===== config.mk =====
export PLATFORM = sky130hd
export DESIGN_NAME = demux_rr_sched
export DESIGN_NICKNAME = d
export VERILOG_FILES = /design/src/rtl/demux_rr_sched.sv
export SDC_FILE = /design/constraint.sdc
export NUM_CORES = 1
export LEC_CHECK = 0
export ABC_CLOCK_PERIOD_IN_PS = 5200
export CORE_AREA = 2 2 41 43
export DETAILED_ROUTE_END_ITERATION = 8
export DIE_AREA = 0 0 43 45
export PLACE_DENSITY = 0.78
export SLEW_MARGIN = 25
export SYNTH_ARGS = -nofsm -noshare
export SYNTH_HDL_FRONTEND = slang
export SYNTH_SLANG_ARGS = --single-unit

===== constraint.sdc =====
create_clock -name clk -period 5.2 [get_ports clk]
set_input_delay 0.78 -clock clk [delete_from_list [all_inputs] [get_ports clk]]
set_output_delay 0.78 -clock clk [all_outputs]
set_load 0.02 [all_outputs]

===== src/rtl/demux_rr_sched.sv =====
// Round-robin scheduler in front of a 1xN demux: one-entry holding register,
// burst-granular channel rotation, per-channel enable mask and back-pressure.
module demux_rr_sched #(
    parameter int N     = 4,
    parameter int DW    = 1,
    parameter int BURST = 2,
    localparam int SELW = $clog2(N),
    localparam int BW   = $clog2(BURST + 1)
) (
    input  logic            clk,
    input  logic            rst_n,
    input  logic            in_valid,
    input  logic [DW-1:0]   in_data,
    output logic            in_ready,
    input  logic [N-1:0]    ch_en,
    input  logic [N-1:0]    out_ready,
    output logic [N-1:0]    out_valid,
    output logic [DW-1:0]   out_data,
    output logic [SELW-1:0] sel,
    output logic            en,
    output logic [BW-1:0]   beat_cnt
);

    typedef enum logic [1:0] {
        S_IDLE,
        S_SKIP,
        S_ROUTE
    } state_t;

    localparam logic [SELW-1:0] SMAX = SELW'(N - 1);
    localparam logic [BW-1:0]   LAST = BW'(BURST - 1);

    state_t          r_state;
    logic [SELW-1:0] r_sel;
    logic [BW-1:0]   r_beat;
    logic            r_full;
    logic [DW-1:0]   r_data;

    state_t          w_state_nxt;
    logic [SELW-1:0] w_sel_nxt;
    logic [SELW-1:0] w_sel_inc;
    logic [BW-1:0]   w_beat_nxt;
    logic            w_full_nxt;
    logic            w_last;
    logic            w_acc;
    logic            w_hs;

    assign w_sel_inc = (r_sel == SMAX) ? '0 : r_sel + 1'b1;
    assign w_last    = (r_beat == LAST);
    assign w_hs      = r_full && out_ready[r_sel];

    // No new word on the last beat: the pointer must move before refilling.
    assign in_ready = (r_state == S_ROUTE) && ch_en[r_sel] &&
                      (!r_full || (out_ready[r_sel] && !w_last));
    assign w_acc    = in_valid && in_ready;

    assign out_valid = r_full ? (N'(1) << r_sel) : '0;
    assign out_data  = r_data;
    assign sel       = r_sel;
    assign en        = r_full;
    assign beat_cnt  = r_beat;

    always_comb begin
        w_state_nxt = r_state;
        w_sel_nxt   = r_sel;
        w_beat_nxt  = r_beat;
        w_full_nxt  = r_full;

        if (w_acc) begin
            w_full_nxt = 1'b1;
        end
        if (w_hs) begin
            if (w_last) begin
                w_full_nxt = 1'b0;
                w_beat_nxt = '0;
                w_sel_nxt  = w_sel_inc;
            end else begin
                w_beat_nxt = r_beat + 1'b1;
                w_full_nxt = w_acc;
            end
        end

        unique case (r_state)
            S_IDLE: begin
                w_state_nxt = ch_en[r_sel] ? S_ROUTE : S_SKIP;
            end
            S_SKIP: begin
                w_sel_nxt   = w_sel_inc;
                w_beat_nxt  = '0;
                w_state_nxt = ch_en[w_sel_inc] ? S_ROUTE : S_SKIP;
            end
            S_ROUTE: begin
                if (w_hs && w_last) begin
                    w_state_nxt = ch_en[w_sel_inc] ? S_ROUTE : S_SKIP;
                end else if (!r_full && !ch_en[r_sel]) begin
                    w_state_nxt = S_SKIP;
                    w_beat_nxt  = '0;
                end
            end
            default: begin
                w_state_nxt = S_IDLE;
            end
        endcase

        // Park with the pointer frozen until some channel is enabled again.
        if (!r_full && (ch_en == '0)) begin
            w_state_nxt = S_IDLE;
            w_sel_nxt   = r_sel;
            w_beat_nxt  = '0;
        end
    end

    always_ff @(posedge clk or negedge rst_n) begin
        if (!rst_n) begin
            r_state <= S_IDLE;
            r_sel   <= '0;
            r_beat  <= '0;
            r_full  <= 1'b0;
            r_data  <= '0;
        end else begin
            r_state <= w_state_nxt;
            r_sel   <= w_sel_nxt;
            r_beat  <= w_beat_nxt;
            r_full  <= w_full_nxt;
            if (w_acc) begin
                r_data <= in_data;
            end
        end
    end

endmodule


==> impl_metrics.csv, run 1 <==
group,metric,value,unit
status,status,"finished clean",
timing,finClkSkew,0.00288,ns
global_route,grt.met3_usage,0.0160,
worst_setup_path,r2r_slack,3.14,ns
timing,rsz0062_at_grt,"false",
global_route,grt.overflow.total,0,
timing,hold_viol,0,
logic_synthesis,synth_xor_area_frac,0.0132,
cells_and_area,n_antenna_cell,0,
route,vias,566,
route,drtAntennaViolNets,0,
worst_setup_path,crit_top_cell,"clkdlybuf4s50_1",
floorplan,initial_core_util,0.452,
clocking,cts-resized-gates,0,
worst_setup_path,crit_fanout,8,
logic_synthesis,synth_area_per_cell,10.2,sq um
placement,dp.cells,102,
cells_and_area,area_growth,37.8,%
placement,place_area,895,sq um
logic_synthesis,ys_ff_latch,8,
power,power_density,519,nW/um^2
timing,worst_pin_slew,0.395,ns
route,initialDrtViolationCount,3,
logic_synthesis,ys_warn_count,0,
global_route,grt_pass1_vias,596,
timing,fin_setup_tns,0,ns
route,post-route-drc-count,0,
clocking,numCtsBuffers,3,
worst_setup_path,crit_path_start,"out_ready[2]",
logic_synthesis,synth_top_area_frac,0.301,
worst_setup_path,cp-end-kind,"primary output",
clocking,numClockSinks,8,
logic_synthesis,synth_area_leaders,"dfrtp_1 30%, ha_1 15%, mux4_2 10%",
worst_setup_path,crit_end,"in_ready",
clocking,ctsHoldBuffers,0,
logic_synthesis,yosysSeqAreaShare,0.301,
route,routed_wl,1490,um
global_route,grt_max_degree,12,
clocking,clkLatencyLatePin,0.25,ns
logic_synthesis,synth_cells,65,
global_route,met2_usage,0.333,
worst_setup_path,crit_path_top_delay_cell,"mux4_2",
cells_and_area,utilization,0.623,
timing,fmax,301,MHz
worst_setup_path,ff2ff_path_depth,6,
floorplan,die_h,45,um
worst_setup_path,critPathArrivalTime,2.54,ns
timing,slew_headroom,0.736,
floorplan,design.core.area,1470,sq um
timing,finalCriticalPeriod,3.32,ns
logic_synthesis,muxShareOfSynthArea,0.184,
worst_setup_path,cp.required,4.42,ns
timing,fin_crit_sh,0.638,
global_route,antenna_found_initial,0,
cells_and_area,layout_commonest_cell,"clkdlybuf4s50_1",
power,power_leakage,0.402,nW
floorplan,ioPinCount,23,
logic_synthesis,synth_top_family_by_area,"multiplexers",
worst_setup_path,reg2reg_from,"sel[0]",
placement,gp_congestion,0.763,
clocking,cts_tree,"done",
worst_setup_path,crit_chain,"clkdlybuf4s50_1, mux4_2, a21oi_2, nor2_1, clkdlybuf4s50_1",
floorplan,die_w,43,um
cells_and_area,instances_no_fill,105,
logic_synthesis,syn_area,666,sq um
placement,numPortBuffers,22,
route,drt-wirelength-per-cell,14.2,um
global_route,grt_pass1_wl,2440,um
clocking,clockBufferDepth,2,
timing,finalSetupViolCount,0,
worst_setup_path,start_kind,"input port",
cells_and_area,final_cell_mix,"22 x clkdlybuf4s50_1, 8 x inv_1, 8 x ha_1, 8 x dfrtp_1",
global_route,grt.met1_usage,0.187,
power,vdd_drop_max,0.281,mV
clocking,cts.clk_slew.worst_paths,0.05,ns
floorplan,rows,14,
logic_synthesis,synthSimpleGateAreaFrac,0.182,
clocking,post_cts_buffers,0,
logic_synthesis,synth_fa_ha_area_frac,0.150,
logic_synthesis,synth_compound_area_frac,0.107,
global_route,grt_util_all_layers,0.173,
logic_synthesis,syn_nets,85,
cells_and_area,postLayoutCellArea,917,sq um
floorplan,dieArea,1940,sq um
timing,drv_slew,0,
job,drv_cap,0,
global_route,grt.busiest_layer,"met2",
hold_path,hold_depth,1,
logic_synthesis,yosys.area.top_type,"dfrtp_1",
clocking,clockRootBuffer,"clkbuf_4",
clocking,htree_levels,1,
worst_setup_path,crit_type,"in -> out",
logic_synthesis,yosysUniqueCellTypes,28,
route,vias_per_cell,5.39,
route,firstDrtPassIters,4,
cells_and_area,fin_nets,111,
worst_setup_path,max_stage_delay,0.57,ns
worst_setup_path,rr_endpoint,"r_state[0]",
hold_path,hp-class,"reg -> reg",
placement,hpwl,1220,um
cells_and_area,layout-drive-gt1-share,0.112,
[cell type report]
type,instances,area [sq um]
repair buffers,22,220
inverters,8,30.0
clock buffers,3,22.5
multi-input cells,48,424
well taps,16,20.0
fillers,127,554
flip-flops and latches,8,200
[power breakdown]
part	internal, mW	switching, mW
Clock	0.0264	0.0204
Combinational	0.151	0.148
Sequential	0.0890	0.0412
Total	0.266	0.209
[worst max-delay path: cells and delay by family]
family          cells  cell delay, ns
compound gates      1            0.20
simple gates        1            0.06
mux                 1            0.57
buf+inv             2            0.93
[per-stage QoR]
stage	hold slack (ns)	power, mW	setup slack (ns)
floorplan	0.484	0.332	2.81
global placement	0.476	0.420	1.88
detailed placement	0.479	0.434	1.87
CTS	0.496	0.484	1.87
global route	0.522	0.516	1.81
finish	0.491	0.476	1.88
[flip-flops by register name, indices dropped and copies added, names as in the netlist]
signal / count
beat_cnt: 2
en: 1
out_data: 1
r_state: 2
sel: 2
[per-layer routing]
metal / share of wire / wire length (um)
met5: 0 / 0
met4: 0.017 / 25
met2: 0.54 / 801
met1: 0.40 / 596
met3: 0.044 / 66
[cells in the mapped netlist]
cell type / instances
ha_1: 8
inv_1: 8
mux4_2: 3
a211o_1: 1
nand2_1: 2
and3b_1: 1
nand3_1: 2
mux2_1: 4
nand4_1: 1
and2_4: 1
mux2i_1: 1
o22ai_1: 1
nor3_2: 1
a21oi_2: 1
o22a_1: 1
nand2b_1: 1
nor2_1: 5
and3_1: 1
o21ai_1: 1
a21oi_1: 2
buf_6: 1
or4_1: 1
and2_1: 5
a31o_2: 1
a22oi_1: 1
a211oi_1: 1
dfrtp_1: 8
xnor2_1: 1
[how the worst min path moves through the flow]
stage / slack, ns / endpoint / startpoint
after floorplan: 0.48 / beat_cnt[0] / rst_n
after global placement: 0.48 / out_data / out_data
after detailed placement: 0.48 / out_data / out_data
after CTS: 0.50 / out_data / out_data
after global routing: 0.52 / out_data / out_data
final: 0.49 / out_data / out_data
[logic make-up (layout without fill, tap and decap cells)]
group,Yosys count,in the layout
flops,8,8
mux,8,8
buf+inv,9,33
compound gates,10,10
fa+ha+maj,8,8
simple gates,21,21
xor+xnor,1,1
Power figures use the tool's default switching activity.
==> run 2: changes to the inputs <==
==> config.mk (replaced) <==
export PLATFORM = sky130hd
export DESIGN_NAME = demux_rr_sched
export DESIGN_NICKNAME = d
export VERILOG_FILES = /design/src/rtl/demux_rr_sched.sv
export SDC_FILE = /design/constraint.sdc
export NUM_CORES = 1
export LEC_CHECK = 0
export ABC_CLOCK_PERIOD_IN_PS = 3200
export CORE_AREA = 2 2 43 45
export DETAILED_ROUTE_END_ITERATION = 8
export DIE_AREA = 0 0 45 47
export PLACE_DENSITY = 0.72
export SLEW_MARGIN = 25
export SYNTH_ARGS = -nofsm -noshare
export SYNTH_HDL_FRONTEND = slang
export SYNTH_SLANG_ARGS = --single-unit
==> constraint.sdc (replaced) <==
create_clock -name clk -period 3.2 [get_ports clk]
set_input_delay 0.48 -clock clk [delete_from_list [all_inputs] [get_ports clk]]
set_output_delay 0.48 -clock clk [all_outputs]
set_load 0.02 [all_outputs]
==> impl_metrics.csv, run 2 (synthesized netlist as in run 1, its figures left out) <==
group,metric,value,unit
status,status,"finished clean",
placement,dp_slack,0.481,ns
hold_path,hp-class,"reg -> reg",
placement,numPortBuffers,22,
cells_and_area,area_growth,38.0,%
route,initialDrtViolationCount,3,
route,drtAntennaViolNets,0,
timing,finalSetupViolCount,0,
route,routed_wl,1360,um
cells_and_area,layout-drive-gt1-share,0.112,
global_route,grt_pass1_vias,572,
global_route,antenna_found_initial,0,
floorplan,initial_core_util,0.403,
timing,fin_hold_ws,0.490,ns
placement,place_area,896,sq um
power,p_total,0.760,mW
global_route,grt_max_degree,12,
timing,finalCriticalPeriod,2.72,ns
cells_and_area,layout_commonest_cell,"clkdlybuf4s50_1",
floorplan,rows,15,
global_route,grt_util_all_layers,0.155,
worst_setup_path,cp.required,2.72,ns
route,firstDrtPassIters,2,
cells_and_area,fin_nets,111,
clocking,clkLatencyLatePin,0.25,ns
placement,gp_congestion,0.714,
clocking,clockRootBuffer,"clkbuf_4",
worst_setup_path,start_kind,"flop",
route,vias_per_cell,5.23,
route,vias,554,
clocking,numClockSinks,8,
worst_setup_path,crit_type,"reg -> out",
power,power_leakage,0.402,nW
clocking,cts_tree,"done",
clocking,htree_levels,1,
clocking,numCtsBuffers,3,
global_route,grt.overflow.total,0,
timing,fin_setup_tns,0,ns
cells_and_area,final_cell_mix,"22 x clkdlybuf4s50_1, 8 x inv_1, 8 x ha_1, 8 x dfrtp_1",
job,drv_cap,0,
clocking,ctsHoldBuffers,0,
cells_and_area,n_fill_cell,160,
power,power_density,828,nW/um^2
route,post-route-drc-count,0,
clocking,clockBufferDepth,2,
floorplan,die_w,45,um
route,drt-wirelength-per-cell,12.8,um
timing,fmax,368,MHz
worst_setup_path,critPathArrivalTime,2.24,ns
timing,worst_pin_slew,0.385,ns
timing,finClkSkew,0.00551,ns
global_route,grt_pass1_wl,2350,um
timing,drv_slew,0,
timing,layout_setup_ws,0.481,ns
cells_and_area,postLayoutCellArea,918,sq um
floorplan,design.core.area,1650,sq um
timing,slew_headroom,0.742,
clocking,post_cts_buffers,0,
timing,rsz0062_at_grt,"false",
worst_setup_path,cp-end-kind,"primary output",
clocking,cts.clk_slew.worst_paths,0.06,ns
cells_and_area,n_antenna_cell,0,
timing,hold_viol,0,
floorplan,dieArea,2120,sq um
floorplan,die_h,47,um
worst_setup_path,crit_fanout,9,
timing,fin_crit_sh,0.850,
placement,hpwl,1100,um
power,vdd_drop_max,0.348,mV
clocking,cts-resized-gates,0,
floorplan,ioPinCount,23,
==> run 2: final cells by class <==
cell class / count / area (sq um) / area share
clock buffer: 3 / 22.5 / 0.0245
inverter: 8 / 30.0 / 0.0327
multi-input combinational: 48 / 424 / 0.462
sequential: 8 / 200 / 0.218
tap: 17 / 21.3 / 0.0232
timing repair buffer: 22 / 220 / 0.240
==> run 2: per-layer routing <==
| layer | GRT usage | vias up | wire length [um] |
|---|---|---|---|
| met4 | 0.0529 | 0 | 12 |
| met5 | 0 | - | 0 |
| met1 | 0.187 | 249 | 642 |
| met2 | 0.271 | 20 | 628 |
| li1 | - | 281 | - |
| met3 | 0.0346 | 4 | 75 |
==> run 2: worst max-delay path: stages (launching register included) <==
cell and delay [ns]:
dfrtp_1 0.54, mux4_2 0.65, a21oi_2 0.20, nor2_1 0.06, clkdlybuf4s50_1 0.53
==> run 2: final timing paths <==
path,cells after the start,slack (ns),end,from
max reg2reg,6,1.16,r_state[0],sel[0]
min,1,0.49,out_data,out_data
max,4,0.48,in_ready,sel[0]
max in group asynchronous,1,2.41,sel[1],rst_n
min in group asynchronous,1,0.51,en,rst_n
min reg2reg,1,0.49,out_data,out_data
==> run 2: per-stage QoR <==
stage	std cells	utilization
final	106	0.556
after global routing	106	0.556
after CTS	106	0.556
after detailed placement	103	0.542
after global placement	103	0.542
after floorplan	65	-
==> run 2: report_power, final <==
group | switching (mW) | internal (mW)
clock network | 0.0364 | 0.0431
registers | 0.0702 | 0.144
logic | 0.223 | 0.243
==> run 3: changes to the inputs <==
--- a/config.mk
+++ b/config.mk
@@ -5,7 +5,7 @@
 export SDC_FILE = /design/constraint.sdc
 export NUM_CORES = 1
 export LEC_CHECK = 0
-export ABC_CLOCK_PERIOD_IN_PS = 3200
+export ABC_CLOCK_PERIOD_IN_PS = 2560
 export CORE_AREA = 2 2 43 45
 export DETAILED_ROUTE_END_ITERATION = 8
 export DIE_AREA = 0 0 45 47
==> constraint.sdc (replaced) <==
create_clock -name clk -period 2.56 [get_ports clk]
set_input_delay 0.384 -clock clk [delete_from_list [all_inputs] [get_ports clk]]
set_output_delay 0.384 -clock clk [all_outputs]
set_load 0.02 [all_outputs]
==> impl_metrics.csv, run 3 (synthesized netlist as in run 1, its figures left out) <==
group,metric,value,unit
global_route,grt_max_degree,12,
worst_setup_path,crit_fanout,3,
power,vdd_drop_max,0.406,mV
clocking,numClockSinks,8,
route,post-route-drc-count,0,
worst_setup_path,crit_path_top_delay_cell,"clkdlybuf4s50_1",
global_route,grt_pass1_vias,576,
floorplan,die_h,47,um
clocking,clockBufferDepth,2,
worst_setup_path,cp.required,2.18,ns
timing,layout_setup_ws,0.129,ns
placement,place_area,918,sq um
timing,finClkSkew,0.00173,ns
power,p_total,0.998,mW
route,initialDrtViolationCount,14,
global_route,grt.overflow.total,0,
route,drtAntennaViolNets,0,
power,power_density,1060,nW/um^2
power,power_leakage,0.416,nW
global_route,grt_util_all_layers,0.154,
clocking,clockRootBuffer,"clkbuf_4",
clocking,clkLatencyLatePin,0.26,ns
cells_and_area,n_fill_cell,158,
cells_and_area,n_antenna_cell,0,
timing,slew_headroom,0.744,
cells_and_area,area_growth,41.4,%
worst_setup_path,start_kind,"input port",
placement,gp_congestion,0.751,
clocking,htree_levels,1,
placement,hpwl,1120,um
clocking,post_cts_buffers,0,
worst_setup_path,max_stage_delay,0.53,ns
clocking,cts.clk_slew.worst_paths,0.06,ns
cells_and_area,layout-drive-gt1-share,0.141,
cells_and_area,final_cell_mix,"22 x clkdlybuf4s50_1, 8 x inv_1, 8 x ha_1, 8 x dfrtp_1",
job,drv_cap,0,
cells_and_area,layout_commonest_cell,"clkdlybuf4s50_1",
floorplan,ioPinCount,23,
worst_setup_path,r2r_slack,0.60,ns
placement,dp.cells,106,
timing,fmax,411,MHz
timing,hold_viol,0,
floorplan,rows,15,
cells_and_area,fin_nets,114,
worst_setup_path,crit_top_cell,"clkdlybuf4s50_1",
status,status,"finished clean",
global_route,grt_pass1_wl,2280,um
worst_setup_path,critPathArrivalTime,2.05,ns
timing,finalSetupViolCount,0,
placement,numPortBuffers,22,
floorplan,die_w,45,um
timing,drv_slew,0,
timing,fin_hold_ws,0.407,ns
floorplan,design.core.area,1650,sq um
timing,fin_setup_tns,0,ns
global_route,antenna_found_initial,0,
timing,rsz0062_at_grt,"false",
hold_path,hp-class,"in -> async",
cells_and_area,ff_latch_area,200,sq um
clocking,ctsHoldBuffers,0,
timing,worst_pin_slew,0.382,ns
route,drt-wirelength-per-cell,13.2,um
cells_and_area,multi_input_area,424,sq um
cells_and_area,utilization,0.570,
floorplan,initial_core_util,0.403,
cells_and_area,postLayoutCellArea,941,sq um
clocking,numCtsBuffers,3,
timing,fin_crit_sh,0.950,
worst_setup_path,cp-end-kind,"primary output",
clocking,cts_tree,"done",
clocking,cts-resized-gates,0,
worst_setup_path,crit_type,"in -> out",
timing,finalCriticalPeriod,2.43,ns
worst_setup_path,crit_chain,"clkdlybuf4s50_1, mux4_2, a21oi_2, nor2_1, clkdlybuf4s50_1",
floorplan,dieArea,2120,sq um
route,firstDrtPassIters,4,
route,vias_per_cell,5.36,
route,routed_wl,1440,um
cells_and_area,instances_no_fill,109,
route,vias,584,
placement,dp_slack,0.128,ns
[run 3: cell count changes in the layout (fill, tap and decap cells not counted), sizes merged]
cell  before  now
buf        0    3
[run 3: worst max-delay path: cells and delay by family]
kind / cells / cell delay (ns)
buf+inv: 2 / 0.93
mux: 1 / 0.49
compound gates: 1 / 0.18
simple gates: 1 / 0.06
[run 3: report_power, final]
part	leakage (nW)	switching (mW)	internal, mW	total, mW
registers	0.102	0.0708	0.181	0.252
logic	0.300	0.308	0.335	0.644
clock network	0.0138	0.0484	0.0540	0.102
total	0.416	0.427	0.570	0.998
[run 3: per-layer routing]
metal,GRT usage,vias to the layer above,share of wire
li1,-,288,-
met1,0.176,272,0.42
met2,0.274,22,0.50
met3,0.0231,2,0.071
met4,0.0882,0,0.0056
met5,0,-,0
[run 3: final timing paths]
kind	startpoint	endpoint	cells past startpoint
hold reg to reg	out_data	out_data	1
max in group asynchronous	rst_n	beat_cnt[0]	1
setup reg to reg	sel[0]	r_state[0]	7
setup / recovery	out_ready[3]	in_ready	5
hold / removal	rst_n	en	1
min in group clk	out_data	out_data	1
[run 3: cell type report]
| class | count | share of cell area |
|---|---|---|
| inverter | 8 | 0.0319 |
| tap | 17 | 0.0226 |
| multi-input combinational | 48 | 0.451 |
| clock buffer | 3 | 0.0239 |
| timing repair buffer | 25 | 0.258 |
| sequential | 8 | 0.213 |
